$ cat src/rtl/ram_arbiter_if.sv
// Bus bundle between the two requesters (CPU, loader), the arbiter and RAM port A.
// slave = arbiter side, master = requester/RAM side.
interface ram_arbiter_if #(
  parameter int ADDR_WIDTH = 15
);
  logic                  req0, req1;
  logic [1:0]            we0, we1;
  logic [2:0]            re0, re1;
  logic [ADDR_WIDTH-1:0] addr0, addr1;
  logic [31:0]           din0, din1;
  logic                  gnt0, gnt1;
  logic                  rvalid0, rvalid1;
  logic [31:0]           dout0, dout1;
  logic [1:0]            weA;
  logic [2:0]            reA;
  logic [ADDR_WIDTH-1:0] addrA;
  logic [31:0]           dinA;
  logic [31:0]           doutA;

  modport slave (
    input  req0, req1, we0, we1, re0, re1, addr0, addr1, din0, din1, doutA,
    output gnt0, gnt1, rvalid0, rvalid1, dout0, dout1, weA, reA, addrA, dinA
  );

  modport master (
    output req0, req1, we0, we1, re0, re1, addr0, addr1, din0, din1, doutA,
    input  gnt0, gnt1, rvalid0, rvalid1, dout0, dout1, weA, reA, addrA, dinA
  );
endinterface

$ cat src/rtl/ram_arbiter.sv
// Two-requester arbiter for a single RAM port with burst-limited ownership.
// Optional macro RAM_ARBITER_RR_EN: IDLE tie-break alternates instead of favouring requester 0.
//
// state | meaning
// IDLE  | no request last cycle, cnt = 0
// OWN0  | requester 0 won last cycle, cnt = consecutive grants
// OWN1  | requester 1 won last cycle, cnt = consecutive grants
module ram_arbiter #(
  parameter int ADDR_WIDTH = 15,
  parameter int MAX_BURST  = 4
) (
  input  logic            clk,
  input  logic            rst,
  ram_arbiter_if.slave    bus
);
  localparam int CW = $clog2(MAX_BURST) + 1;
  localparam logic [CW-1:0] CNT_MAX = CW'(MAX_BURST);

  typedef enum logic [1:0] {IDLE, OWN0, OWN1} state_t;

  state_t          state_q, state_d;
  logic [CW-1:0]   cnt_q, cnt_d;
  logic            rd_pend_q, rd_owner_q;
  logic            any_req, win, tie_win;

`ifdef RAM_ARBITER_RR_EN
  logic            last_win_q;
  assign tie_win = ~last_win_q;
`else
  assign tie_win = 1'b0;
`endif

  // win: 0 = requester 0, 1 = requester 1; only meaningful when any_req
  always_comb begin
    any_req = (bus.req0 | bus.req1) & rst;
    win     = bus.req1;
    if (bus.req0 && bus.req1) begin
      case (state_q)
        OWN0:    win = (cnt_q == CNT_MAX);
        OWN1:    win = (cnt_q != CNT_MAX);
        default: win = tie_win;
      endcase
    end
  end

  always_comb begin
    bus.gnt0  = any_req & ~win;
    bus.gnt1  = any_req & win;
    bus.weA   = '0;
    bus.reA   = '0;
    bus.addrA = '0;
    bus.dinA  = '0;
    if (any_req) begin
      bus.weA   = win ? bus.we1   : bus.we0;
      bus.reA   = win ? bus.re1   : bus.re0;
      bus.addrA = win ? bus.addr1 : bus.addr0;
      bus.dinA  = win ? bus.din1  : bus.din0;
    end
  end

  always_comb begin
    state_d = state_q;
    cnt_d   = cnt_q;
    if (!any_req) begin
      state_d = IDLE;
      cnt_d   = '0;
    end else if ((win && state_q == OWN1) || (!win && state_q == OWN0)) begin
      cnt_d = (cnt_q == CNT_MAX) ? cnt_q : cnt_q + 1'b1;
    end else begin
      state_d = win ? OWN1 : OWN0;
      cnt_d   = CW'(1);
    end
  end

  always_ff @(posedge clk or negedge rst) begin
    if (!rst) begin
      state_q    <= IDLE;
      cnt_q      <= '0;
      rd_pend_q  <= 1'b0;
      rd_owner_q <= 1'b0;
    end else begin
      state_q    <= state_d;
      cnt_q      <= cnt_d;
      rd_pend_q  <= any_req & (bus.reA != 3'b000);
      rd_owner_q <= win;
    end
  end

`ifdef RAM_ARBITER_RR_EN
  // reset to 1 so requester 0 takes the first tie
  always_ff @(posedge clk or negedge rst) begin
    if (!rst)         last_win_q <= 1'b1;
    else if (any_req) last_win_q <= win;
  end
`endif

  always_comb begin
    bus.rvalid0 = rd_pend_q & ~rd_owner_q;
    bus.rvalid1 = rd_pend_q & rd_owner_q;
    bus.dout0   = bus.rvalid0 ? bus.doutA : '0;
    bus.dout1   = bus.rvalid1 ? bus.doutA : '0;
  end
endmodule

$ cat src/flat_wrapper.sv
// flat-port wrapper written by rule: the top's interface ports become plain ports
module ram_arbiter_flat 
#(
  parameter int ADDR_WIDTH = 15,
  parameter int MAX_BURST  = 4
)
  (clk, rst, bus_req0, bus_req1, bus_we0, bus_we1, bus_re0, bus_re1, bus_addr0, bus_addr1, bus_din0, bus_din1, bus_doutA, bus_gnt0, bus_gnt1, bus_rvalid0, bus_rvalid1, bus_dout0, bus_dout1, bus_weA, bus_reA, bus_addrA, bus_dinA);
  ram_arbiter_if #(.ADDR_WIDTH(ADDR_WIDTH)) bus_i ();
  input  logic clk;
  input  logic rst;
  input wire logic [$bits(bus_i.req0)-1:0] bus_req0;
  input wire logic [$bits(bus_i.req1)-1:0] bus_req1;
  input wire logic [$bits(bus_i.we0)-1:0] bus_we0;
  input wire logic [$bits(bus_i.we1)-1:0] bus_we1;
  input wire logic [$bits(bus_i.re0)-1:0] bus_re0;
  input wire logic [$bits(bus_i.re1)-1:0] bus_re1;
  input wire logic [$bits(bus_i.addr0)-1:0] bus_addr0;
  input wire logic [$bits(bus_i.addr1)-1:0] bus_addr1;
  input wire logic [$bits(bus_i.din0)-1:0] bus_din0;
  input wire logic [$bits(bus_i.din1)-1:0] bus_din1;
  input wire logic [$bits(bus_i.doutA)-1:0] bus_doutA;
  output wire logic [$bits(bus_i.gnt0)-1:0] bus_gnt0;
  output wire logic [$bits(bus_i.gnt1)-1:0] bus_gnt1;
  output wire logic [$bits(bus_i.rvalid0)-1:0] bus_rvalid0;
  output wire logic [$bits(bus_i.rvalid1)-1:0] bus_rvalid1;
  output wire logic [$bits(bus_i.dout0)-1:0] bus_dout0;
  output wire logic [$bits(bus_i.dout1)-1:0] bus_dout1;
  output wire logic [$bits(bus_i.weA)-1:0] bus_weA;
  output wire logic [$bits(bus_i.reA)-1:0] bus_reA;
  output wire logic [$bits(bus_i.addrA)-1:0] bus_addrA;
  output wire logic [$bits(bus_i.dinA)-1:0] bus_dinA;
  assign bus_i.req0 = bus_req0;
  assign bus_i.req1 = bus_req1;
  assign bus_i.we0 = bus_we0;
  assign bus_i.we1 = bus_we1;
  assign bus_i.re0 = bus_re0;
  assign bus_i.re1 = bus_re1;
  assign bus_i.addr0 = bus_addr0;
  assign bus_i.addr1 = bus_addr1;
  assign bus_i.din0 = bus_din0;
  assign bus_i.din1 = bus_din1;
  assign bus_i.doutA = bus_doutA;
  assign bus_gnt0 = bus_i.gnt0;
  assign bus_gnt1 = bus_i.gnt1;
  assign bus_rvalid0 = bus_i.rvalid0;
  assign bus_rvalid1 = bus_i.rvalid1;
  assign bus_dout0 = bus_i.dout0;
  assign bus_dout1 = bus_i.dout1;
  assign bus_weA = bus_i.weA;
  assign bus_reA = bus_i.reA;
  assign bus_addrA = bus_i.addrA;
  assign bus_dinA = bus_i.dinA;
  ram_arbiter #(.ADDR_WIDTH(ADDR_WIDTH), .MAX_BURST(MAX_BURST)) u_core (.clk(clk), .rst(rst), .bus(bus_i));
endmodule
$ cat config.mk
export PLATFORM = sky130hd
export DESIGN_NAME = ram_arbiter_flat
export DESIGN_NICKNAME = d
export VERILOG_FILES = /design/src/rtl/ram_arbiter_if.sv /design/src/rtl/ram_arbiter.sv /design/src/flat_wrapper.sv
export SDC_FILE = /design/constraint.sdc
export NUM_CORES = 1
export LEC_CHECK = 0
export BUFFER_PORTS_ARGS = -buffer_cell sky130_fd_sc_hd__buf_2
export CORE_AREA = 10 10 91 93
export CTS_BUF_LIST = sky130_fd_sc_hd__clkbuf_4
export CTS_CLUSTER_SIZE = 25
export DETAILED_ROUTE_END_ITERATION = 8
export DIE_AREA = 0 0 101 103
export GPL_ROUTABILITY_DRIVEN = 1
export PLACE_DENSITY = 0.71
export SYNTH_ARGS = -nofsm -noshare
export SYNTH_HDL_FRONTEND = slang
export SYNTH_SLANG_ARGS = --single-unit
export TNS_END_PERCENT = 20
$ cat constraint.sdc
create_clock -name clk -period 1.88 [get_ports clk]
set_input_delay 0.376 -clock clk [delete_from_list [all_inputs] [get_ports clk]]
set_output_delay 0.376 -clock clk [all_outputs]
set_load 0.03 [all_outputs]
==> results of run 1 <==
[per-stage QoR]
step / std cells / TNS (ns) / setup slack [ns] / utilization [%] / hold slack (ns)
after floorplan: 198 / -4.47 / -0.0905 / - / 0.0804
after global placement: 542 / -11.14 / -0.248 / 53.2 / 0.346
after detailed placement: 542 / -11.99 / -0.269 / 53.2 / 0.356
after CTS: 550 / -25.34 / -0.504 / 59.8 / 0.0831
after global routing: 555 / -26.45 / -0.513 / 61.7 / 0.102
final: 555 / -23.62 / -0.467 / 61.7 / 0.0896
[worst paths after layout]
| kind | start | to | slack [ns] | cells after the start |
|---|---|---|---|---|
| min in group clk | bus_req1 | u_core.state_q[0] | 0.40 | 2 |
| max in group asynchronous | rst | u_core.state_q[1] | 1.64 | 2 |
| worst min-delay path | rst | u_core.cnt_q[2] | 0.09 | 2 |
| worst max register to register | u_core.cnt_q[1] | u_core.rd_pend_q | 0.01 | 9 |
| worst max-delay path | u_core.cnt_q[1] | bus_dinA[10] | -0.47 | 9 |
| worst min register to register | u_core.cnt_q[0] | u_core.cnt_q[0] | 0.59 | 2 |
[state kept, by name (all words and copies together), names as in the netlist]
| register | cells |
|---|---|
| u_core.rd_pend_q | 1 |
| u_core.state_q | 2 |
| u_core.cnt_q | 3 |
| u_core.rd_owner_q | 1 |
[cell usage after synthesis (all sizes together)]
cell type / instances / area share (%)
nor3: 2 / 0.64
o211ai: 2 / 1.3
buf: 12 / 7.8
o21ai: 2 / 0.64
nor2: 4 / 0.96
nand4b: 1 / 0.56
a21boi: 1 / 0.48
nand3b: 1 / 0.48
nand2: 6 / 1.6
a211o: 2 / 1.1
or3b: 1 / 0.56
inv: 4 / 0.96
a21oi: 6 / 4.1
clkbuf: 10 / 2.4
and2: 33 / 13
a22o: 49 / 27
nor2b: 3 / 1.4
a31oi: 2 / 0.80
a211oi: 1 / 0.48
a311oi: 2 / 1.1
nand3: 5 / 1.6
a2111o: 1 / 0.72
a21o: 3 / 1.5
o31a: 2 / 1.1
dfrtp: 7 / 11
ha: 2 / 1.6
and3: 32 / 13
and4b: 2 / 1.5
[logic make-up (layout without fill, tap and decap cells)]
kind of cell	after synthesis	after routing	share of synthesized area (%)
flops	7	7	11.2
simple gates	90	90	35.3
buf+inv	26	303	11.2
compound gates	73	73	40.8
fa+ha+maj	2	2	1.60
[power by group]
group	internal (uW)	total, uW	leakage, uW	switching, uW
combinational	584	1320	0.00231	740
sequential	159	165	0.0000909	5.69
clock	95.5	152	0.0000184	56.1
total	838	1640	0.00241	802
[layer usage]
| metal | wire length (um) | track usage [%] | vias to the layer above |
|---|---|---|---|
| met5 | 0 | 0 | - |
| met4 | 156 | 4.07 | 0 |
| met3 | 1710 | 10.7 | 12 |
| met2 | 6140 | 35.5 | 176 |
| met1 | 3870 | 18.7 | 1237 |
| li1 | - | - | 1315 |
[layout by cell type, fill, tap and decap left out, types with 3 or more instances in the layout]
master / instances
nand3_1: 5
clkbuf_4: 5
nor2_1: 4
dfrtp_1: 7
nand2_1: 5
buf_6: 55
a21oi_1: 3
and3_1: 32
buf_4: 25
buf_12: 4
clkbuf_16: 3
buf_2: 205
a22o_4: 49
a21oi_4: 3
and2_1: 33
[what timing repair did]
action,4_1_cts,5_1_grt
buffers inserted,2,2
cloned,2,3
pin swaps,3,1
endpoints found under the setup margin,55,55
resized for setup,104,12
[cell type report]
cell class	instances	area, um2	area share, %
multi-input combinational	165	1680	41.5
tap	80	100	2.47
inverter	4	15.0	0.370
sequential	7	175	4.32
clock buffer	4	30.0	0.741
timing repair buffer	295	2050	50.6
[critical path, cell delays in order (launching register included)]
cell and delay, ns:
dfrtp_1 0.39, inv_2 0.07, ha_4 0.14, and4b_4 0.26, a21o_4 0.11, a21oi_4 0.06, buf_6 0.13, clkbuf_16 0.17
a22o_4 0.25, buf_6 0.13
==> flow_metrics.tcl, run 1 <==
set metrics [dict create \
    end_kind "output pin" \
    hold_buffers 0 \
    finClkSkew_ns 0.00751 \
    power.density_nw_per_um2 405 \
    viasPerCell 4.94 \
    clk_pin_slew_ns 0.06 \
    postRouteAntennaNets 0 \
    p_leak_uw 0.00241 \
    tightest_slew_ns 0.262 \
    dieArea_um2 10400 \
    layout_setup_ws_ns -0.467 \
    clockRootBuffer "clkbuf_4" \
    ys_seq_area_share_pct 11.2 \
    cp_max_fo 10 \
    diodes 0 \
    std_cell_rows 30 \
    tritoncts "built" \
    fill_cells 534 \
    grt_pass1_wl_mm 16.2 \
    portBuffers 259 \
    required_ns 1.50 \
    gp_congestion 0.891 \
    grt_setup_unrepaired "true" \
    drv_cap 0 \
    ios 260 \
    areaGrowthSynthToFinish_pct 159 \
    synthesis.nets 340 \
    final_area_um2 4050 \
    arrival_ns 1.97 \
    grt_pass1_vias 2901 \
    synth_warnings 0 \
    fp.dieW_um 101 \
    drt_iter0_markers 64 \
    power_uw 1640 \
    cts_buffers 3 \
    slew_headroom_pct 82.5 \
    finalSetupViolations 54 \
    hold_path.class "in -> async" \
    initial_core_util_pct 23.8 \
    ys_ff_latch 7 \
    status "finished with violations" \
    drive_above_1_share_pct 76.0 \
    grt_use_total_pct 19.4 \
    maxSlewViolCount 0 \
    htree_levels 1 \
    clock_latency_ns 0.25 \
    hpwlAfterDp_mm 9.29 \
    ys_types 36 \
    fin_crit_sh_pct 125 \
    firstDrtPassIters 4 \
    avgRoutedWirePerCell_um 21.4 \
    syn_area_per_cell_um2 7.91 \
    antenna_found_initial 0 \
    place_area_um2 3500 \
    core-area_um2 6570 \
    vias 2740 \
    peakVddDrop_mv 0.219 \
    crit_type "reg -> out" \
    fp.dieH_um 103 \
    fmax_ghz 0.426 \
    synth_area_um2 1570 \
    clkSinkCount 7 \
    violations "negative setup slack" \
    grt_overflow 0 \
    cp-start-kind "flop" \
    finalWirelength_mm 11.9 \
    fin_nets 618 \
    finalHoldViolations 0 \
    netlist_instances 198 \
    grt_start_max_net_pins 43 \
    clockBufferDepth 2 \
    timing.final.crit_period_ns 2.35 \
    drc 0 \
]
(Power assumes the default switching activity.)
==> run 2: changes to the inputs <==
--- a/config.mk
+++ b/config.mk
@@ -5,14 +5,16 @@
 export SDC_FILE = /design/constraint.sdc
 export NUM_CORES = 1
 export LEC_CHECK = 0
+export ABC_AREA = 1
 export BUFFER_PORTS_ARGS = -buffer_cell sky130_fd_sc_hd__buf_2
-export CORE_AREA = 10 10 91 93
+export CORE_AREA = 10 10 92 94
 export CTS_BUF_LIST = sky130_fd_sc_hd__clkbuf_4
 export CTS_CLUSTER_SIZE = 25
 export DETAILED_ROUTE_END_ITERATION = 8
-export DIE_AREA = 0 0 101 103
+export DIE_AREA = 0 0 102 104
 export GPL_ROUTABILITY_DRIVEN = 1
-export PLACE_DENSITY = 0.71
+export MAX_ROUTING_LAYER = met4
+export PLACE_DENSITY = 0.68
 export SYNTH_ARGS = -nofsm -noshare
 export SYNTH_HDL_FRONTEND = slang
 export SYNTH_SLANG_ARGS = --single-unit
==> run 2 against run 1 <==
The run still ends with negative setup slack left. Sequential power about the same. Global-route usage decreased by 0.76 points. Clock power is essentially flat. Critical endpoint is now bus_addrA[9]. Register-to-register slack improved by 0.30 ns. Maximum frequency rose by 7.0%. Sequential share of layout area rose by 0.51 points. Cell area is 11% lower. Setup slack better by 0.15 ns. Via count rose by 7.3%. Power decreased by 8.7%. Flip-flop and latch count unchanged.
==> flow_metrics.tcl, run 2 <==
set metrics [dict create \
    htree_levels 1 \
    ios 260 \
    vias 2941 \
    synth_area_um2 1510 \
    drt_iter0_markers 64 \
    grt_start_max_net_pins 34 \
    fin_nets 741 \
    core-area_um2 6680 \
    reg2reg_depth 12 \
    grt_pass1_vias 3013 \
    synthFlopType "dfrtp_1" \
    fp.dieH_um 104 \
    clockRootBuffer "clkbuf_4" \
    grt_pass1_wl_mm 15.4 \
    synth_edf_count 0 \
    grt_setup_unrepaired "true" \
    avgRoutedWirePerCell_um 15.6 \
    power.density_nw_per_um2 413 \
    cts_buffers 3 \
    r2r_start "u_core.cnt_q[0]" \
    ys_seq_area_share_pct 11.6 \
    synth_most_common_cell "nand2_1" \
    clock_power_share_pct 10.0 \
    required_ns 1.50 \
    yosys-top-cells-count "nand2_1 (160), nor2_1 (68), inv_1 (48)" \
    setup_tns_ns -15.16 \
    critPathTopFamily "buffers and inverters" \
    drive_above_1_share_pct 55.0 \
    startpoint "u_core.cnt_q[0]" \
    yosysTopAreaCellShare_pct 39.8 \
    clk_pin_slew_ns 0.05 \
    end_kind "output pin" \
    fp.dieW_um 102 \
    p_comb_share_pct 78.9 \
    slowest_delay_ns 0.36 \
    drv_cap 0 \
    initial_core_util_pct 22.6 \
    timing.final.crit_period_ns 2.19 \
    swShare_pct 51.5 \
    finClkSkew_ns 0.000731 \
    status "finished with violations" \
    areaGrowthSynthToFinish_pct 140 \
    fmax_ghz 0.456 \
    finalWirelength_mm 10.6 \
    std_cell_rows 30 \
    arrival_ns 1.82 \
    slowest_stage "dfrtp_1" \
    regMostFlops "u_core.cnt_q" \
    postRouteAntennaNets 0 \
    crit_chain "inv_2 -> ha_4 -> nand2_4 -> inv_2 -> nand2_2 -> nand3_4 -> nand2_4 -> nand2_2 -> inv_6 -> clkbuf_16 -> nand2_1 -> nand2_1 -> buf_6" \
    cp_max_fo 10 \
    dp_slack_ns -0.156 \
    cp.depth 13 \
    antenna_found_initial 2 \
    firstDrtPassIters 5 \
    largest_register_ffs 3 \
    top_regs "u_core.cnt_q (3), u_core.state_q (2)" \
    p_int_uw 726 \
    path_buf_inv 5 \
    syn_area_per_cell_um2 4.63 \
    final_common_cell "buf_2" \
    clock_latency_ns 0.25 \
    netlist_instances 326 \
    tightest_slew_ns 0.318 \
    dieArea_um2 10600 \
    gp_congestion 0.824 \
    p_sw_uw 771 \
    finalHoldViolations 0 \
    finalSetupViolations 54 \
    synthesis.nets 468 \
    async_reset_ff_share_pct 100 \
    ys_ff_latch 7 \
    p_leak_uw 0.00250 \
    drc 0 \
    violations "negative setup slack" \
    crit_type "reg -> out" \
    power_uw 1500 \
    viasPerCell 4.33 \
    grt_use_total_pct 18.6 \
    ys_types 18 \
    grt_overflow 0 \
    fin_crit_sh_pct 117 \
    hpwlAfterDp_mm 8.33 \
    cp-start-kind "flop" \
    slew_headroom_pct 78.8 \
    synth_warnings 0 \
    seq_power_share_pct 11.1 \
    clockBufferDepth 2 \
    portBuffers 259 \
    tritoncts "built" \
    final_cell_mix "buf_2 (205), nand2_1 (136), nor2_1 (67)" \
    hold_buffers 0 \
    maxSlewViolCount 0 \
    synth_area_leaders "nand2_1 (40%), nor2_1 (17%), inv_1 (12%)" \
    peakVddDrop_mv 0.177 \
    layout_setup_ws_ns -0.313 \
    clkSinkCount 7 \
    hold_path.class "in -> async" \
    yosys.area.top_type "nand2_1" \
]
run 2: cell count changes in the layout (fill, tap and decap cells not counted), moves of 3 or more:
cell / previous run / this run
nand2_1: 5 / 136
nor2_1: 4 / 67
a22o_4: 49 / 0
inv_1: 2 / 45
and2_1: 33 / 0
and3_1: 32 / 0
nand2_2: 1 / 22
buf_4: 25 / 13
nand2_4: 0 / 7
a21oi_4: 3 / 0
inv_2: 2 / 5
run 2: layout make-up:
cell class,instances,area (um2)
clock buffers,4,30.0
inverters,53,219
fillers,650,3060
repair buffers,284,1980
diodes,2,5.00
flip-flops and latches,7,175
multi-input cells,250,1120
well taps,80,100
run 2: routing by layer:
| metal | part of all wire (%) | GRT usage (%) | vias up |
|---|---|---|---|
| li1 | - | - | 1472 |
| met5 | 0 | - | - |
| met3 | 11 | 4.92 | 16 |
| met2 | 52 | 34.7 | 187 |
| met4 | 2.7 | 6.85 | 0 |
| met1 | 34 | 17.6 | 1266 |
run 2: path summary, 6_finish.rpt:
check,to,slack [ns]
worst max-delay path,bus_addrA[9],-0.31
worst min-delay path,u_core.state_q[1],0.09
worst max register to register,u_core.cnt_q[1],0.31
worst min register to register,u_core.cnt_q[2],0.67
max in group asynchronous,u_core.cnt_q[0],1.67
min in group clk,u_core.state_q[1],0.42
run 2: cells by family after synthesis:
kind of cell    Yosys count  synth area share (%)
fa+ha+maj                 2                  1.66
simple gates            242                  63.3
buf+inv                  69                  21.2
compound gates            5                  1.66
flops                     7                  11.6
xor+xnor                  1                 0.581
run 2: repair_timing:
| action | CTS | global route |
|---|---|---|
| resized for setup | 141 | 18 |
| buffers inserted | 7 | 1 |
| pin swaps | 5 | 8 |
| cloned | 5 | 2 |
| setup endpoints to repair | 54 | 54 |
run 2: power groups by stage:
stage	Combinational (uW)	Sequential, uW	Clock [uW]
4_1_cts	1180	166	155
5_1_grt	1270	167	163
3_5_place_dp	968	168	0
3_3_place_gp	960	167	0
6_report	1180	166	149
2_1_floorplan	591	167	0
run 2: per-stage QoR:
step | utilization (%) | instance area (um2) | hold slack [ns] | cells
2_1_floorplan | - | 1510 | 0.0804 | 326
3_3_place_gp | 43.8 | 2930 | 0.327 | 662
4_1_cts | 53.9 | 3600 | 0.0877 | 678
5_1_grt | 54.3 | 3630 | 0.104 | 680
3_5_place_dp | 43.8 | 2930 | 0.337 | 662
6_report | 54.3 | 3630 | 0.0925 | 680
